## src/rtl/mips_pkg.sv

```systemverilog
// Shared types and defaults for the MIPS fetch front end.
package mips_pkg;

  // Sequencer control states.
  typedef enum logic [1:0] {
    BOOT   = 2'd0,
    FETCH  = 2'd1,
    HALTED = 2'd2
  } state_e;

  // Where the next PC comes from on an accepted instruction.
  typedef enum logic [1:0] {
    SRC_SEQ = 2'd0,
    SRC_BR  = 2'd1,
    SRC_JMP = 2'd2,
    SRC_EXC = 2'd3
  } src_e;

  localparam logic [31:0] DEF_RESET_PC   = 32'h0000_0000;
  localparam logic [31:0] DEF_EXC_VECTOR = 32'h0000_0080;

  // A redirect target is only legal when word aligned.
  function automatic logic is_misaligned(input logic [31:0] addr);
    return |addr[1:0];
  endfunction

endpackage

```

## src/rtl/next_pc_select.sv

```systemverilog
// Fixed-priority next-PC select: exception > jump > branch > sequential,
// plus an alignment check on the chosen jump/branch target.
module next_pc_select
  import mips_pkg::*;
(
  input  logic [31:0] exc_vector,
  input  logic [31:0] pc_plus4,
  input  logic        exception,
  input  logic        jump,
  input  logic [31:0] jump_target,
  input  logic        branch_taken,
  input  logic [31:0] branch_target,
  output src_e        src,
  output logic [31:0] target,
  output logic        misaligned
);

  // Priority encode; only jump/branch targets can be misaligned.
  always_comb begin
    src        = SRC_SEQ;
    target     = pc_plus4;
    misaligned = 1'b0;
    if (exception) begin
      src    = SRC_EXC;
      target = exc_vector;
    end else if (jump) begin
      src        = SRC_JMP;
      target     = jump_target;
      misaligned = is_misaligned(jump_target);
    end else if (branch_taken) begin
      src        = SRC_BR;
      target     = branch_target;
      misaligned = is_misaligned(branch_target);
    end
  end

endmodule

```

## src/rtl/pc_sequencer.sv

```systemverilog
// PC sequencer: owns the PC, drives the fetch handshake, picks the next PC
// on each accepted instruction and counts retired instructions.
module pc_sequencer
  import mips_pkg::*;
#(
  parameter logic [31:0] RESET_PC   = DEF_RESET_PC,
  parameter logic [31:0] EXC_VECTOR = DEF_EXC_VECTOR
) (
  input  logic        clk,
  input  logic        rst,
  output logic        imem_req,
  output logic [31:0] imem_addr,
  input  logic        imem_ready,
  input  logic        stall,
  input  logic        branch_taken,
  input  logic [31:0] branch_target,
  input  logic        jump,
  input  logic [31:0] jump_target,
  input  logic        exception,
  input  logic        halt,
  output logic [31:0] pc_plus4,
  output logic [31:0] epc,
  output logic        misaligned,
  output logic [31:0] instr_count,
  output logic        running
);

  state_e      state_q;
  logic [31:0] pc_q, epc_q, cnt_q;
  logic        mis_q;

  src_e        sel_src;
  logic [31:0] sel_target;
  logic        sel_mis;
  logic        accept;

  assign pc_plus4 = pc_q + 32'd4;
  assign accept   = (state_q == FETCH) && imem_ready && !stall;

  next_pc_select u_sel (
    .exc_vector    (EXC_VECTOR),
    .pc_plus4      (pc_plus4),
    .exception     (exception),
    .jump          (jump),
    .jump_target   (jump_target),
    .branch_taken  (branch_taken),
    .branch_target (branch_target),
    .src           (sel_src),
    .target        (sel_target),
    .misaligned    (sel_mis)
  );

  // FSM plus PC/epc/counter update; exceptions outside an accept are taken
  // immediately, and a misaligned redirect is turned into an exception.
  always_ff @(posedge clk or posedge rst) begin
    if (rst) begin
      state_q <= BOOT;
      pc_q    <= RESET_PC;
      epc_q   <= 32'h0;
      cnt_q   <= 32'h0;
      mis_q   <= 1'b0;
    end else begin
      mis_q <= 1'b0;
      unique case (state_q)
        BOOT: begin
          state_q <= FETCH;
          if (exception) begin
            pc_q  <= EXC_VECTOR;
            epc_q <= pc_q;
          end
        end
        FETCH: begin
          if (accept) begin
            if (sel_src == SRC_EXC) begin
              pc_q  <= EXC_VECTOR;
              epc_q <= pc_q;
            end else if (sel_mis) begin
              pc_q  <= EXC_VECTOR;
              epc_q <= pc_q;
              mis_q <= 1'b1;
            end else begin
              pc_q  <= sel_target;
              cnt_q <= cnt_q + 32'd1;
              // Halt only takes effect on a plain sequential retire.
              if (halt && sel_src == SRC_SEQ) state_q <= HALTED;
            end
          end else if (exception) begin
            pc_q  <= EXC_VECTOR;
            epc_q <= pc_q;
          end
        end
        HALTED: ;
        default: state_q <= BOOT;
      endcase
    end
  end

  // All fetch-side outputs come straight from registers.
  assign imem_req    = (state_q == FETCH);
  assign running     = (state_q == FETCH);
  assign imem_addr   = pc_q;
  assign epc         = epc_q;
  assign misaligned  = mis_q;
  assign instr_count = cnt_q;

endmodule

```

## config.mk

```make
export PLATFORM = sky130hd
export DESIGN_NAME = pc_sequencer
export DESIGN_NICKNAME = d
export VERILOG_FILES = /design/src/rtl/mips_pkg.sv /design/src/rtl/next_pc_select.sv /design/src/rtl/pc_sequencer.sv
export SDC_FILE = /design/constraint.sdc
export NUM_CORES = 1
export LEC_CHECK = 0
export CAP_MARGIN = 20
export CORE_MARGIN = 5
export CORE_UTILIZATION = 41
export DETAILED_ROUTE_END_ITERATION = 16
export GPL_TIMING_DRIVEN = 1
export PLACE_DENSITY = 0.88
export SLEW_MARGIN = 20
export SYNTH_ARGS = -nofsm -noshare
export SYNTH_HDL_FRONTEND = slang
export SYNTH_SLANG_ARGS = --single-unit
```

## constraint.sdc

```tcl
create_clock -name clk -period 3.1 [get_ports clk]
set_input_delay 0.62 -clock clk [delete_from_list [all_inputs] [get_ports clk]]
set_output_delay 0.62 -clock clk [all_outputs]
set_load 0.01 [all_outputs]
```

==> impl_results.md, run 1 <==
- Slew Viols, Final: 0
- Cell area after synthesis: 0.00540 mm^2
- Max-Cap Viols: 0
- Fin. Hold Viols: 0
- CTS clk-pin slew, worst paths: 0.08 ns
- Critical Path RT: 2.48 ns
- GP Congestion: 0.877
- DR vias: 5057
- Period utilization: 0.981
- Max Used Layer: met4
- Post-Synthesis Cells: 533
- Overall power: 3.14 mW
- Worst Hold Depth: 1
- CTS Buf Count: 9
- Global-route wire length before repair: 28800 um
- Site Rows: 42
- Share of layout cells above drive strength 1: 0.143
- Starting Density: 0.412
- Met1 WL: 7210 um
- CTS H-tree depth: 3
- DR WL/cell: 19.4 um
- Post-synth EDFFs: 0
- Hold crit path type: reg2reg
- I/O pin total: 203
- Die area: 0.0156 mm^2
- Power per cell area: 387 mW/mm^2
- GRT Total Usage: 0.233
- Syn Nets: 608
- # setup viols final: 0
- Total length of routed met2 wires: 8590 um
- Maximum clock rate: 0.329 GHz
- Buffers on Ports: 202
- Setup crit end kind: primary output
- Worst Clk Skew: 0.0125 ns
- Pin count of the biggest net entering global routing: 40
- Most used flip-flop cell after synthesis: dfrtp_1
- CTS tree: done
- Pre-Repair DR Iteration Count: 5
- Startpoint types: flip-flop
- Slew headroom: 0.452
- Via/cell ratio: 5.47
- Die X: 125 um
- Number of diodes: 0
- Clock Sink Count: 99
- GR Overflow Total: 0
- Core Footprint: 0.0131 mm^2
- Least-Margin Pin Slew: 0.821 ns
- DR WL met3: 1590 um
- Clock latency on the worst-skew pair: 0.37 ns
- Final core utilization: 0.619
- Final #Nets: 818
- DR iter-0 viols: 283
- Status: completed
- Synth unique cells: 56
- Ys async rst share: 1.00
- HPWL Detailed: 13400 um
- Synth Warn #: 0
- Die height: 125 um
- Post-route DRC: 0
- WP data arrival: 2.42 ns
- CP Class: reg2out
- Number of cells on the worst reg-to-reg path: 4
- Minimum clock period: 3.04 ns
- Max clock buf depth: 2
- Antenna violations before repair: 0
- Post-synthesis sequential area ratio: 0.459
- Synth top area cells: dfrtp_1 (46%), xnor2_1 (7.8%), mux2_2 (5.6%), nand4_1 (2.6%), nand2_1 (2.5%)
- Root buf cell: clkbuf_16
- Worst-path fanout max: 7
- Antenna-violating nets left: 0
- Area Growth Syn to Fin: 50.2%
- Post-synth top area share: 0.459
- Leakage: 3.49 nW
- Synthesized flop and latch total: 99
- Vias in the first global route: 5287
- Peak supply drop: 0.000417 V
- Routed WL: 18000 um
- Post-synthesis average cell area: 10.1 um^2
- Largest area contributor in the netlist: dfrtp_1
==> power breakdown <==
| part | internal [mW] | total [mW] | switching (mW) |
|---|---|---|---|
| Clock | 0.631 | 1.16 | 0.526 |
| Sequential | 1.34 | 1.40 | 0.0595 |
| Combinational | 0.310 | 0.577 | 0.267 |
==> layer usage <==
| layer | vias to the layer above | track usage |
|---|---|---|
| met1 | 2402 | 0.286 |
| met3 | 39 | 0.0686 |
| met5 | - | 0 |
| li1 | 2365 | - |
| met2 | 251 | 0.384 |
| met4 | 0 | 0.0948 |
==> final cells by class <==
class / instances / area, um^2
repair buffers: 233 / 2300
clock inverters: 7 / 73.8
multi-input cells: 388 / 2750
fillers: 1063 / 4980
well taps: 176 / 220
inverters: 12 / 48.8
flip-flops and latches: 99 / 2490
clock buffers: 9 / 225
==> what timing repair did <==
item,4_1_cts,5_1_grt
pin swaps,1,4
setup endpoints to repair,17,14
resized for setup,11,13
buffers inserted,1,3
hold buffers,0,0
==> worst paths after layout <==
path,start,endpoint,slack (ns)
worst max-delay path,imem_addr[22],pc_plus4[31],0.06
worst min-delay path,instr_count[31],instr_count[31],0.48
worst max register to register,state_q[1],instr_count[16],0.98
worst min register to register,instr_count[31],instr_count[31],0.48
max in group asynchronous,rst,imem_addr[7],1.72
min in group asynchronous,rst,instr_count[0],0.72
==> Yosys cell counts (all sizes together), types with 4 or more instances <==
| master | instances |
|---|---|
| inv | 12 |
| xor2 | 11 |
| nand2 | 36 |
| a31oi | 4 |
| a22o | 12 |
| nor3 | 12 |
| and3 | 17 |
| a22oi | 5 |
| mux2i | 5 |
| o21ai | 28 |
| xnor2 | 48 |
| dfrtp | 99 |
| nor2 | 34 |
| a21o | 4 |
| nand3 | 25 |
| or3 | 4 |
| and4 | 5 |
| o31ai | 10 |
| nand2b | 6 |
| clkbuf | 18 |
| nand4 | 22 |
| o22ai | 17 |
| o21a | 7 |
| nor2b | 4 |
| a21oi | 9 |
| buf | 16 |
| mux2 | 27 |
==> sequential cells by signal, summed over array words and instances (netlist names) <==
register,cells
epc,32
instr_count,32
misaligned,1
state_q,2
imem_addr,32
==> cells in the final DEF (no fill, tap or decap), types with 4 or more instances in the layout <==
cell,Yosys,layout
nand2b_1,5,5
dfrtp_1,99,91
nor2b_1,4,4
nor3_1,8,7
buf_4,3,28
a21oi_1,9,9
mux2_2,27,27
a22oi_1,5,5
and3_1,17,14
nor2_1,33,31
a21o_1,4,4
o21a_1,7,7
nand3_1,25,24
a31oi_1,4,4
or3_1,4,4
o22ai_1,17,17
clkbuf_16,0,9
and4_1,5,5
a22o_1,12,12
xor2_1,11,11
o31ai_1,10,10
clkdlybuf4s50_1,0,197
xnor2_1,48,48
o21ai_0,26,26
mux2i_1,5,5
dfrtp_2,0,8
inv_1,12,11
nand4_1,22,22
dlymetal6s2s_1,0,4
nand2_1,36,35
==> logic make-up after synthesis <==
kind of cell,share of synthesized area
AND/OR/NAND/NOR,0.182
AO/OA/AOI/OAI,0.151
flip-flops,0.459
XOR/XNOR,0.0958
buffers and inverters,0.0394
multiplexers,0.0656
adder cells (fa/ha/maj),0.00696
==> through the flow <==
stage | setup slack (ns) | TNS (ns) | area [um^2] | hold WS (ns) | std cells
after floorplan | 0.885 | 0 | 5400 | 0.507 | 533
after global placement | 0.262 | 0 | 7720 | 0.463 | 904
after detailed placement | 0.236 | 0 | 7720 | 0.467 | 904
after CTS | 0.0112 | 0 | 8050 | 0.475 | 921
after global routing | -0.0300 | -0.0828 | 8110 | 0.516 | 924
final | 0.0576 | 0 | 8110 | 0.475 | 924
==> worst max-delay path: stages, from the launching register on <==
cell	delay [ns]
dfrtp_2	0.46
and4_1	0.26
and3_2	0.28
and4b_2	0.27
xnor2_1	0.20
clkdlybuf4s50_1	0.58
(Power assumes the default switching activity.)
==> run 2: changes to the inputs <==
Clock period 3.1 ns to 2.6 ns, I/O delays scaled along.
==> impl_results.md, run 2 (synthesis results as in run 1) <==
- Hold crit path type: reg2reg
- Site Rows: 42
- CP most frequent cell: buf_4
- Post-route DRC: 0
- Area Growth Syn to Fin: 57.0%
- Status: finished, violations left
- Die area: 0.0156 mm^2
- # setup viols final: 3
- Core Footprint: 0.0131 mm^2
- Fin worst setup slack: -0.0488 ns
- Cell Count Post-Placement: 938
- Routed WL: 18400 um
- WP data arrival: 2.13 ns
- Power per cell area: 455 mW/mm^2
- Failing checks: negative setup slack
- Finished Layout Cells: 967
- Number of diodes: 0
- Antenna violations before repair: 1
- RSZ-0062 raised after global routing: true
- Pre-CTS WS: -0.0106 ns
- Final instance area: 0.00847 mm^2
- Fillers: 1007
- Hold Slack: 0.491 ns
- Slowest library cell on the worst path: dfrtp_1
- Vias in the first global route: 5485
- Most frequent cells in the layout: clkdlybuf4s50_1 (178), dfrtp_1 (98), buf_4 (67)
- Reg2reg setup slack: 0.55 ns
- Via/cell ratio: 5.53
- CTS tree: done
- Critical Path RT: 2.08 ns
- Root buf cell: clkbuf_16
- Die height: 125 um
- Dpl cell area: 0.00800 mm^2
- Most common cell after layout, fill and taps aside: clkdlybuf4s50_1
- Pin count of the biggest net entering global routing: 100
- GR Overflow Total: 0
- HPWL Detailed: 13600 um
- GP Congestion: 0.895
- Worst Clk Skew: 0.00863 ns
- Fin. Hold Viols: 0
- Maximum clock rate: 0.378 GHz
- Clock latency on the worst-skew pair: 0.35 ns
- Largest stage delay on the critical path: 0.37 ns
- Die X: 125 um
- Slew Viols, Final: 0
- Cell Chain, Critical Path: nand4_1 > buf_4 > nor4_4 > buf_4 > and4b_2 > xnor2_2 > buf_2
- Clock Sink Count: 99
- CTS Buf Count: 9
- Pre-Repair DR Iteration Count: 5
- DR vias: 5348
- Worst-path fanout max: 3
- Antenna-violating nets left: 0
- Max-Cap Viols: 0
- Leakage: 3.76 nW
- Period utilization: 1.02
- Buffers on Ports: 202
- Starting Density: 0.412
- Setup crit end kind: primary output
- DR WL/cell: 19.0 um
- CTS H-tree depth: 3
- Global-route wire length before repair: 29100 um
- Minimum clock period: 2.65 ns
- Max clock buf depth: 2
- Share of layout cells above drive strength 1: 0.202
- DR iter-0 viols: 272
- CP Class: reg2out
- GRT Total Usage: 0.233
- I/O pin total: 203
- Least-Margin Pin Slew: 0.554 ns
- Slew headroom: 0.631
- CTS clk-pin slew, worst paths: 0.07 ns
- Final #Nets: 861
- Overall power: 3.86 mW
- Peak supply drop: 0.000362 V
- Startpoint types: flip-flop
-- run 2: power by group --
part,leakage (nW),switching [mW],internal [mW]
logic,2.26,0.336,0.384
clock network,0.152,0.625,0.849
registers,1.35,0.0595,1.60
-- run 2: layer usage --
metal	global-route usage	share of wire	vias up
met5	0	0.00065	-
met4	0.0986	0.033	2
met3	0.0635	0.083	58
met2	0.390	0.49	266
met1	0.281	0.40	2576
li1	-	-	2446
-- run 2: worst paths after layout --
| check | end | from | cells past startpoint |
|---|---|---|---|
| max | pc_plus4[31] | imem_addr[11] | 7 |
| min | instr_count[31] | instr_count[31] | 1 |
| max reg2reg | imem_addr[27] | imem_addr[11] | 9 |
| min reg2reg | instr_count[31] | instr_count[31] | 1 |
| max in group asynchronous | imem_addr[16] | rst | 3 |
| min in group asynchronous | instr_count[3] | rst | 3 |
-- run 2: final cells by class --
type | count | area (um^2) | share of cell area
Clock buffer | 9 | 225 | 0.0266
Clock inverter | 7 | 97.6 | 0.0115
Tap cell | 176 | 220 | 0.0260
Inverter | 12 | 48.8 | 0.00576
Multi-Input combinational cell | 388 | 2810 | 0.331
Timing Repair Buffer | 276 | 2590 | 0.306
Sequential cell | 99 | 2480 | 0.293
-- run 2: timing repair --
item                       4_1_cts  5_1_grt
setup buffers                    4        9
cloned                           0        0
resized for setup               61       18
setup endpoints to repair       25       12
pin swaps                       11       10
hold buffers                     0        0
-- run 2: through the flow --
stage | setup TNS (ns) | util
2_1_floorplan | 0 | -
3_3_place_gp | 0 | 0.611
3_5_place_dp | -0.0382 | 0.611
4_1_cts | -0.0135 | 0.640
5_1_grt | -0.643 | 0.647
6_report | -0.102 | 0.647
-- run 2: critical path: cells and delay by family, from the launching register on --
family        cells  cell delay (ns)
flops             1             0.37
simple gates      3             0.79
xor+xnor          1             0.12
buf+inv           3             0.51
==> run 3: changes to the inputs <==
Settings changed: CORE_UTILIZATION 41 to 48, PLACE_DENSITY 0.88 to 0.95.
Clock period 2.6 ns to 3.45 ns, I/O delays scaled along.
==> impl_results.md, run 3 (synthesis results as in run 1) <==
- Status: completed
- CTS H-tree depth: 3
- Hold crit path type: reg2reg
- CTS clk-pin slew, worst paths: 0.08 ns
- Final #Nets: 806
- Slew headroom: 0.522
- Leakage: 3.34 nW
- Period utilization: 0.971
- Cell Count Post-Placement: 856
- Finished Layout Cells: 876
- Post-route DRC: 0
- Final instance area: 0.00791 mm^2
- Max-Cap Viols: 0
- GP Congestion: 0.895
- Vias in the first global route: 5450
- Slew Viols, Final: 0
- RSZ-0062 raised after global routing: true
- Most common cell after layout, fill and taps aside: clkdlybuf4s50_1
- Worst Hold Depth: 1
- Least-Margin Pin Slew: 0.717 ns
- WP data arrival: 2.66 ns
- DR WL/cell: 21.2 um
- Area of the multi-input gates: 0.00273 mm^2
- Minimum clock period: 3.35 ns
- Power per cell area: 351 mW/mm^2
- Antenna-violating nets left: 0
- CP Class: reg2out
- Die height: 116 um
- Number of cells on the worst reg-to-reg path: 5
- Fillers: 772
- Critical Path RT: 2.76 ns
- Sum Neg Setup Slack: 0 ns
- CTS Buf Count: 9
- I/O pin total: 203
- GRT Total Usage: 0.276
- Die area: 0.0135 mm^2
- Max clock buf depth: 2
- HPWL Detailed: 13500 um
- Global-route wire length before repair: 28700 um
- # setup viols final: 0
- Pre-Repair DR Iteration Count: 7
- Peak supply drop: 0.000298 V
- GR Overflow Total: 0
- Core Footprint: 0.0109 mm^2
- Most frequent cells in the layout: clkdlybuf4s50_1 (202), dfrtp_1 (91), xnor2_1 (47)
- Antenna violations before repair: 0
- Worst-path fanout max: 8
- Starting Density: 0.493
- Buffers on Ports: 202
- Die X: 116 um
- Startpoint types: flip-flop
- Root buf cell: clkbuf_16
- Final core utilization: 0.723
- Site Rows: 38
- Maximum clock rate: 0.299 GHz
- Worst Clk Skew: 0.00888 ns
- Via/cell ratio: 6.02
- Register area: 0.00249 mm^2
- DR iter-0 viols: 451
- DR vias: 5274
- Pin count of the biggest net entering global routing: 52
- Area Growth Syn to Fin: 46.5%
- Dpl cell area: 0.00756 mm^2
- Clock Sink Count: 99
- Fin. Hold Viols: 0
- Routed WL: 18500 um
- Clock latency on the worst-skew pair: 0.35 ns
- Number of diodes: 0
- Setup crit end kind: primary output
- CTS tree: done
- Share of layout cells above drive strength 1: 0.121
[run 3: cell count changes in the layout (fill, tap and decap cells not counted), sizes merged]
cell,delta
clkinvlp,-2
bufinv,-2
clkbuf,-2
clkinv,-1
clkdlybuf4s50,+24
clkdlybuf4s15,-2
dlygate4sd1,-1
buf,-61
inv,+5
dlygate4sd2,-12
dlymetal6s2s,-1
[run 3: routing by layer]
layer	part of all wire	GRT usage	up-vias
met4	0.029	0.105	0
met5	0	0	-
met1	0.37	0.334	2550
met3	0.10	0.0783	55
li1	-	-	2335
met2	0.50	0.468	334
[run 3: path summary, 6_finish.rpt]
| path | start | to | slack (ns) |
|---|---|---|---|
| max | imem_addr[4] | pc_plus4[27] | 0.10 |
| min | instr_count[31] | instr_count[31] | 0.49 |
| max reg2reg | state_q[0] | instr_count[26] | 1.14 |
| min reg2reg | instr_count[31] | instr_count[31] | 0.49 |
| max in group asynchronous | rst | state_q[0] | 1.94 |
| min in group asynchronous | rst | epc[21] | 0.81 |
[run 3: timing repair]
| item | in CTS | in global routing |
|---|---|---|
| gates resized for setup | 1 | 11 |
| hold buffers | 0 | 0 |
| buffers inserted | 1 | 3 |
| endpoints found under the setup margin | 2 | 10 |
| pin swaps | 1 | 4 |
[run 3: final cells by class]
| cell class | instances | share of cell area |
|---|---|---|
| sequential | 99 | 0.315 |
| clock inverter | 7 | 0.00791 |
| inverter | 12 | 0.00601 |
| multi-input combinational | 388 | 0.345 |
| clock buffer | 9 | 0.0285 |
| tap | 140 | 0.0222 |
| timing repair buffer | 221 | 0.275 |
[run 3: power breakdown]
part	switching [mW]	total, mW	internal (mW)	leakage (nW)
Combinational	0.236	0.507	0.271	1.86
Clock	0.492	1.00	0.508	0.140
Sequential	0.0615	1.27	1.21	1.34
Total	0.789	2.78	1.99	3.34
[run 3: worst max-delay path, cell delays in order, from the launching register on]
cell	delay, ns
dfrtp_2	0.44
nand4_1	0.30
nor4_4	0.36
buf_4	0.20
nand4_1	0.21
xnor2_2	0.24
clkdlybuf4s50_1	0.56
[run 3: metrics by stage]
step	hold WS (ns)	worst slack (ns)	total power [mW]
after global routing	0.525	-0.0135	2.88
after CTS	0.485	0.0287	2.78
after global placement	0.470	0.404	1.78
after detailed placement	0.475	0.340	1.79
after floorplan	0.507	0.170	1.50
final	0.493	0.101	2.78
